==> src/rtl/tinyflash_seq.sv <==
// tinyflash flash-ADC conversion sequencer: track/hold/latch timing, bubble
// correction, thermometer-to-binary conversion and batch averaging.

module tinyflash_maj3 (
  input  logic a,
  input  logic b,
  input  logic c,
  output logic y
);
  assign y = (a & b) | (a & c) | (b & c);
endmodule

module tinyflash_seq #(
  parameter int TRACK_CYC  = 4,
  parameter int SETTLE_CYC = 2,
  parameter int AVG_LOG2   = 2
) (
  input  logic        clk,
  input  logic        rst_n,
  input  logic        start,
  input  logic        cont,
  input  logic [14:0] therm,
  input  logic        out_ready,
  output logic        sh_track,
  output logic        cmp_latch,
  output logic        busy,
  output logic        out_valid,
  output logic [3:0]  out_code,
  output logic        out_err
);

  localparam int AW   = 4 + AVG_LOG2;
  localparam int SW   = AVG_LOG2 + 1;
  localparam int CMAX = (TRACK_CYC > SETTLE_CYC) ? TRACK_CYC : SETTLE_CYC;
  localparam int CW   = $clog2(CMAX + 1);
  localparam logic [SW-1:0] LAST_SMP = SW'((1 << AVG_LOG2) - 1);

  typedef enum logic [2:0] {S_IDLE, S_TRACK, S_HOLD, S_LATCH, S_CAPTURE, S_OUT} state_e;

  state_e          state_q, state_d;
  logic [CW-1:0]   cnt_q, cnt_d;
  logic [SW-1:0]   smp_q, smp_d;
  logic [AW-1:0]   acc_q, acc_d;
  logic            err_q, err_d;
  logic [3:0]      code_q, code_d;
  logic            oerr_q, oerr_d;

  // Ends padded with the implied references: below range is 1, above is 0.
  logic [16:0] t_ext;
  logic [14:0] cor;
  logic [3:0]  pop;
  logic        bubble;
  logic [AW-1:0] acc_sum;
  logic        batch_go;

  assign t_ext = {1'b0, therm, 1'b1};

  tinyflash_maj3 u_maj[14:0] (
    .a (t_ext[14:0]),
    .b (t_ext[15:1]),
    .c (t_ext[16:2]),
    .y (cor)
  );

  always_comb begin
    pop = '0;
    for (int i = 0; i < 15; i++) pop = pop + 4'(cor[i]);
  end

  assign bubble  = |(therm[14:1] & ~therm[13:0]);
  assign acc_sum = acc_q + AW'(pop);

  always_comb begin
    state_d  = state_q;
    cnt_d    = cnt_q;
    smp_d    = smp_q;
    acc_d    = acc_q;
    err_d    = err_q;
    code_d   = code_q;
    oerr_d   = oerr_q;
    batch_go = 1'b0;
    case (state_q)
      S_IDLE: begin
        if (start || cont) begin
          state_d  = S_TRACK;
          batch_go = 1'b1;
        end
      end
      S_TRACK: begin
        if (cnt_q == CW'(TRACK_CYC - 1)) begin
          state_d = S_HOLD;
          cnt_d   = '0;
        end else begin
          cnt_d = cnt_q + CW'(1);
        end
      end
      S_HOLD: begin
        if (cnt_q == CW'(SETTLE_CYC - 1)) begin
          state_d = S_LATCH;
          cnt_d   = '0;
        end else begin
          cnt_d = cnt_q + CW'(1);
        end
      end
      S_LATCH: state_d = S_CAPTURE;
      S_CAPTURE: begin
        // Result registers load from the same sum the accumulator takes.
        acc_d = acc_sum;
        err_d = err_q | bubble;
        smp_d = smp_q + SW'(1);
        if (smp_q == LAST_SMP) begin
          state_d = S_OUT;
          code_d  = acc_sum[AW-1:AVG_LOG2];
          oerr_d  = err_q | bubble;
        end else begin
          state_d = S_TRACK;
        end
      end
      S_OUT: begin
        if (out_ready) begin
          if (start || cont) begin
            state_d  = S_TRACK;
            batch_go = 1'b1;
          end else begin
            state_d = S_IDLE;
          end
        end
      end
      default: state_d = S_IDLE;
    endcase
    if (batch_go) begin
      cnt_d = '0;
      smp_d = '0;
      acc_d = '0;
      err_d = 1'b0;
    end
  end

  always_ff @(posedge clk or negedge rst_n) begin
    if (!rst_n) begin
      state_q <= S_IDLE;
      cnt_q   <= '0;
      smp_q   <= '0;
      acc_q   <= '0;
      err_q   <= 1'b0;
      code_q  <= '0;
      oerr_q  <= 1'b0;
    end else begin
      state_q <= state_d;
      cnt_q   <= cnt_d;
      smp_q   <= smp_d;
      acc_q   <= acc_d;
      err_q   <= err_d;
      code_q  <= code_d;
      oerr_q  <= oerr_d;
    end
  end

  assign sh_track  = (state_q == S_TRACK);
  assign cmp_latch = (state_q == S_LATCH);
  assign busy      = (state_q != S_IDLE);
  assign out_valid = (state_q == S_OUT);
  assign out_code  = code_q;
  assign out_err   = oerr_q;

endmodule

==> config.mk <==
export PLATFORM = sky130hd
export DESIGN_NAME = tinyflash_seq
export DESIGN_NICKNAME = d
export VERILOG_FILES = /design/src/rtl/tinyflash_seq.sv
export SDC_FILE = /design/constraint.sdc
export NUM_CORES = 1
export LEC_CHECK = 0
export ABC_CLOCK_PERIOD_IN_PS = 4300
export BUFFER_PORTS_ARGS = -buffer_cell sky130_fd_sc_hd__buf_2
export CORE_UTILIZATION = 57
export DETAILED_ROUTE_END_ITERATION = 16
export GPL_TIMING_DRIVEN = 0
export PLACE_DENSITY = 0.8
export SYNTH_ARGS = -nofsm -noshare
export SYNTH_HDL_FRONTEND = slang
export SYNTH_SLANG_ARGS = --single-unit
==> constraint.sdc <==
create_clock -name clk -period 4.3 [get_ports clk]
set_input_delay 0.86 -clock clk [delete_from_list [all_inputs] [get_ports clk]]
set_output_delay 0.86 -clock clk [all_outputs]
set_load 0.005 [all_outputs]
==> impl_metrics.csv <==
group,metric,value,unit
grt,grt_util_met1,0.297,
clocking,cts_made_buffers,3,
place,routabilityCongestion,0.798,
floorplanning,die_width,59.7,um
sta,rsz0062_at_grt,"yes",
grt,grt_use_met2,0.402,
routing,drtIter0Drc,51,
floorplanning,row_count,20,
grt,grt_max_degree,22,
clocking,cts_hold_buffers,0,
sta,maxSlewViolCount,0,
min_path,hold_path.class,"primary input to asynchronous set/reset pin",
floorplanning,die-area,3560,um^2
worst_setup_path,required,4.52,ns
worst_setup_path,worst-setup-path-type,"primary input to flop",
yosys,ys_top_cells_by_area,"dfrtp_1 28%, fa_1 12%, ha_1 11%, inv_1 4.4%, nor2_1 4.4%",
power_and_ir_drop,power.density,644,nW/um^2
clocking,clk_path_buf_depth,2,
yosys,yosysSeqAreaShare,0.277,
yosys,synth_compound_area_frac,0.197,
finish,drive_gt1_frac,0.259,
yosys,yosysWarnings,0,
yosys,synthMuxAreaShare,0,
worst_setup_path,endpoint_kind,"flop",
finish,nNetsFinal,291,
yosys,post_synth_xor_area_fraction,0.0139,
floorplanning,die_h,59.7,um
power_and_ir_drop,clock_power_share,0.071,
sta,tightest_slew,0.519,ns
grt,grt-busiest-layer,"met2",
run,cap_violations,0,
finish,final_common_cell,"buf_2",
grt,met3_usage,0.0216,
floorplanning,initial_core_util,0.610,
routing,totalWireLength,3600,um
grt,antenna_found_initial,0,
yosys,ys_types,41,
yosys,yosys.area_share.simple,0.204,
yosys,synth_nets,257,
sta,max_slew_margin,0.652,
worst_setup_path,crit_arrival,4.49,ns
finish,postLayoutCoreUtil,0.713,
yosys,yosysTopAreaCell,"dfrtp_1",
routing,first_pass_iters,4,
yosys,synth_seq_cells,21,
yosys,synth-edff-count,0,
sta,setup_tns,0,ns
grt,grt_pass1_vias,1471,
sta,hold_violations,0,
yosys,synth_top_cell_area_share,0.277,
routing,dr_total_vias,1560,
power_and_ir_drop,combPwrFrac,0.715,
sta,finalCritPeriodShare,0.992,
yosys,async_reset_ff_frac,1.00,
worst_setup_path,critPathMaxFanout,5,
clocking,clk_latency,0.32,ns
sta,fin_skew,0.00347,ns
sta,max_freq,234,MHz
power_and_ir_drop,ir_worst_vdd,0.000320,V
routing,wl_per_cell,12.5,um
yosys,synth_top_family_by_area,"adder cells",
status,status,"complete, no violations",
power_and_ir_drop,p_leak,1.06,nW
floorplanning,core_area,3100,um^2
sta,setup_viol,0,
power_and_ir_drop,power.internal,0.000768,W
routing,vias_per_cell,5.44,
grt,grt_usage,0.231,
clocking,cts_sinks,21,
clocking,cts_max_level,1,
finish,syn_to_final_growth,16.8,%
clocking,cts_tree,"built",
power_and_ir_drop,p_seq_frac,0.214,
yosys,yosys_most_used_dff,"dfrtp_1",
yosys,synth_fa_ha_area_frac,0.248,
routing,antenna_left,0,
routing,drcViolationCount,0,
yosys,syn_area_per_cell,9.02,um^2
grt,grt_overflow,0,
yosys,synth_cells,210,
floorplanning,top_level_ports,29,
finish,diodes,0,
finish,final_cell_mix,"26 x buf_2, 22 x nor2_1, 21 x dfrtp_1, 19 x inv_1, 16 x nand2_1",
place,portBuffers,28,
power_and_ir_drop,p_sw,0.000656,W
worst_setup_path,worstSetupStartpointType,"primary input",
clocking,cts_root_buf,"clkbuf_4",
grt,grt_pass1_wl,6160,um
power_and_ir_drop,switching_share,0.461,
yosys,synth_area,1890,um^2
place,place.detailed.hpwl,2890,um
sta,min_period,4.27,ns
clocking,clk_pin_slew,0.12,ns
==> routing by layer <==
metal	part of all wire	up-vias
met5	0	-
met4	0.017	0
met3	0.023	7
met2	0.50	23
met1	0.46	750
li1	-	780
==> final timing paths <==
kind	start	end	slack, ns	cells past startpoint
worst max register to register	acc_q[0]	out_code[3]	0.57	11
worst max-delay path	therm[8]	out_code[3]	0.03	13
worst min-delay path	rst_n	smp_q[2]	0.46	1
worst min register to register	out_code[1]	out_code[1]	0.49	2
max in group asynchronous	rst_n	cnt_q[0]	3.52	1
min in group clk	out_code[1]	out_code[1]	0.49	2
==> power by group through the flow <==
stage | logic [W] | clock network (W) | registers, W
final | 0.00102 | 0.000102 | 0.000305
after global routing | 0.00116 | 0.000110 | 0.000315
after CTS | 0.000990 | 0.000104 | 0.000305
after detailed placement | 0.000932 | 0 | 0.000308
after global placement | 0.000910 | 0 | 0.000307
after floorplan | 0.000700 | 0 | 0.000300
==> synthesized netlist by cell type, types with 4 or more instances <==
cell type / count
nor2_1: 22
a21oi_1: 10
nor2b_1: 6
a21o_1: 5
nand3_1: 7
and2_1: 8
ha_1: 16
maj3_1: 5
o21ai_0: 13
o21a_1: 4
nand2_1: 16
inv_1: 22
fa_1: 11
dfrtp_1: 21
==> cell type report <==
cell class | count | area (um^2)
clock inverter | 1 | 7.51
sequential | 21 | 526
inverter | 22 | 82.6
timing repair buffer | 29 | 186
clock buffer | 3 | 22.5
fill | 270 | 891
tap | 44 | 55.1
buffer | 5 | 30.0
multi-input combinational | 162 | 1300
==> critical path, cell delays in order <==
cell	delay, ns
buf_8	0.10
maj3_2	0.32
fa_1	0.57
fa_2	0.45
fa_1	0.56
inv_2	0.04
fa_2	0.52
inv_2	0.04
ha_4	0.15
a21o_1	0.18
a2111oi_4	0.40
xor2_1	0.19
o21ai_1	0.08
==> sequential cells by signal, summed over array words and instances, names as in the netlist <==
signal    flops
acc_q         6
out_code      4
cnt_q         3
smp_q         3
state_q       3
err_q         1
out_err       1
==> cell families after synthesis <==
logic type,count (synthesis)
fa+ha+maj,32
compound gates,51
buf+inv,27
flops,21
simple gates,76
xor+xnor,3
==> repair_timing <==
| item | CTS | global route |
|---|---|---|
| pin swaps | 9 | 2 |
| buffers inserted | 1 | 0 |
| gates resized for setup | 6 | 12 |
| setup endpoints to repair | 4 | 7 |
==> metrics by stage <==
stage	total power (W)	setup slack, ns	cell area [um^2]	hold WS [ns]	instances
3_3_place_gp	0.00122	-0.381	2100	0.456	282
3_5_place_dp	0.00124	-0.426	2100	0.470	282
5_1_grt	0.00159	-0.0501	2210	0.491	287
4_1_cts	0.00140	0.0000280	2160	0.478	287
6_report	0.00142	0.0326	2210	0.464	287
2_1_floorplan	0.00100	-0.0784	1910	0.466	210
(Power assumes the default switching activity.)
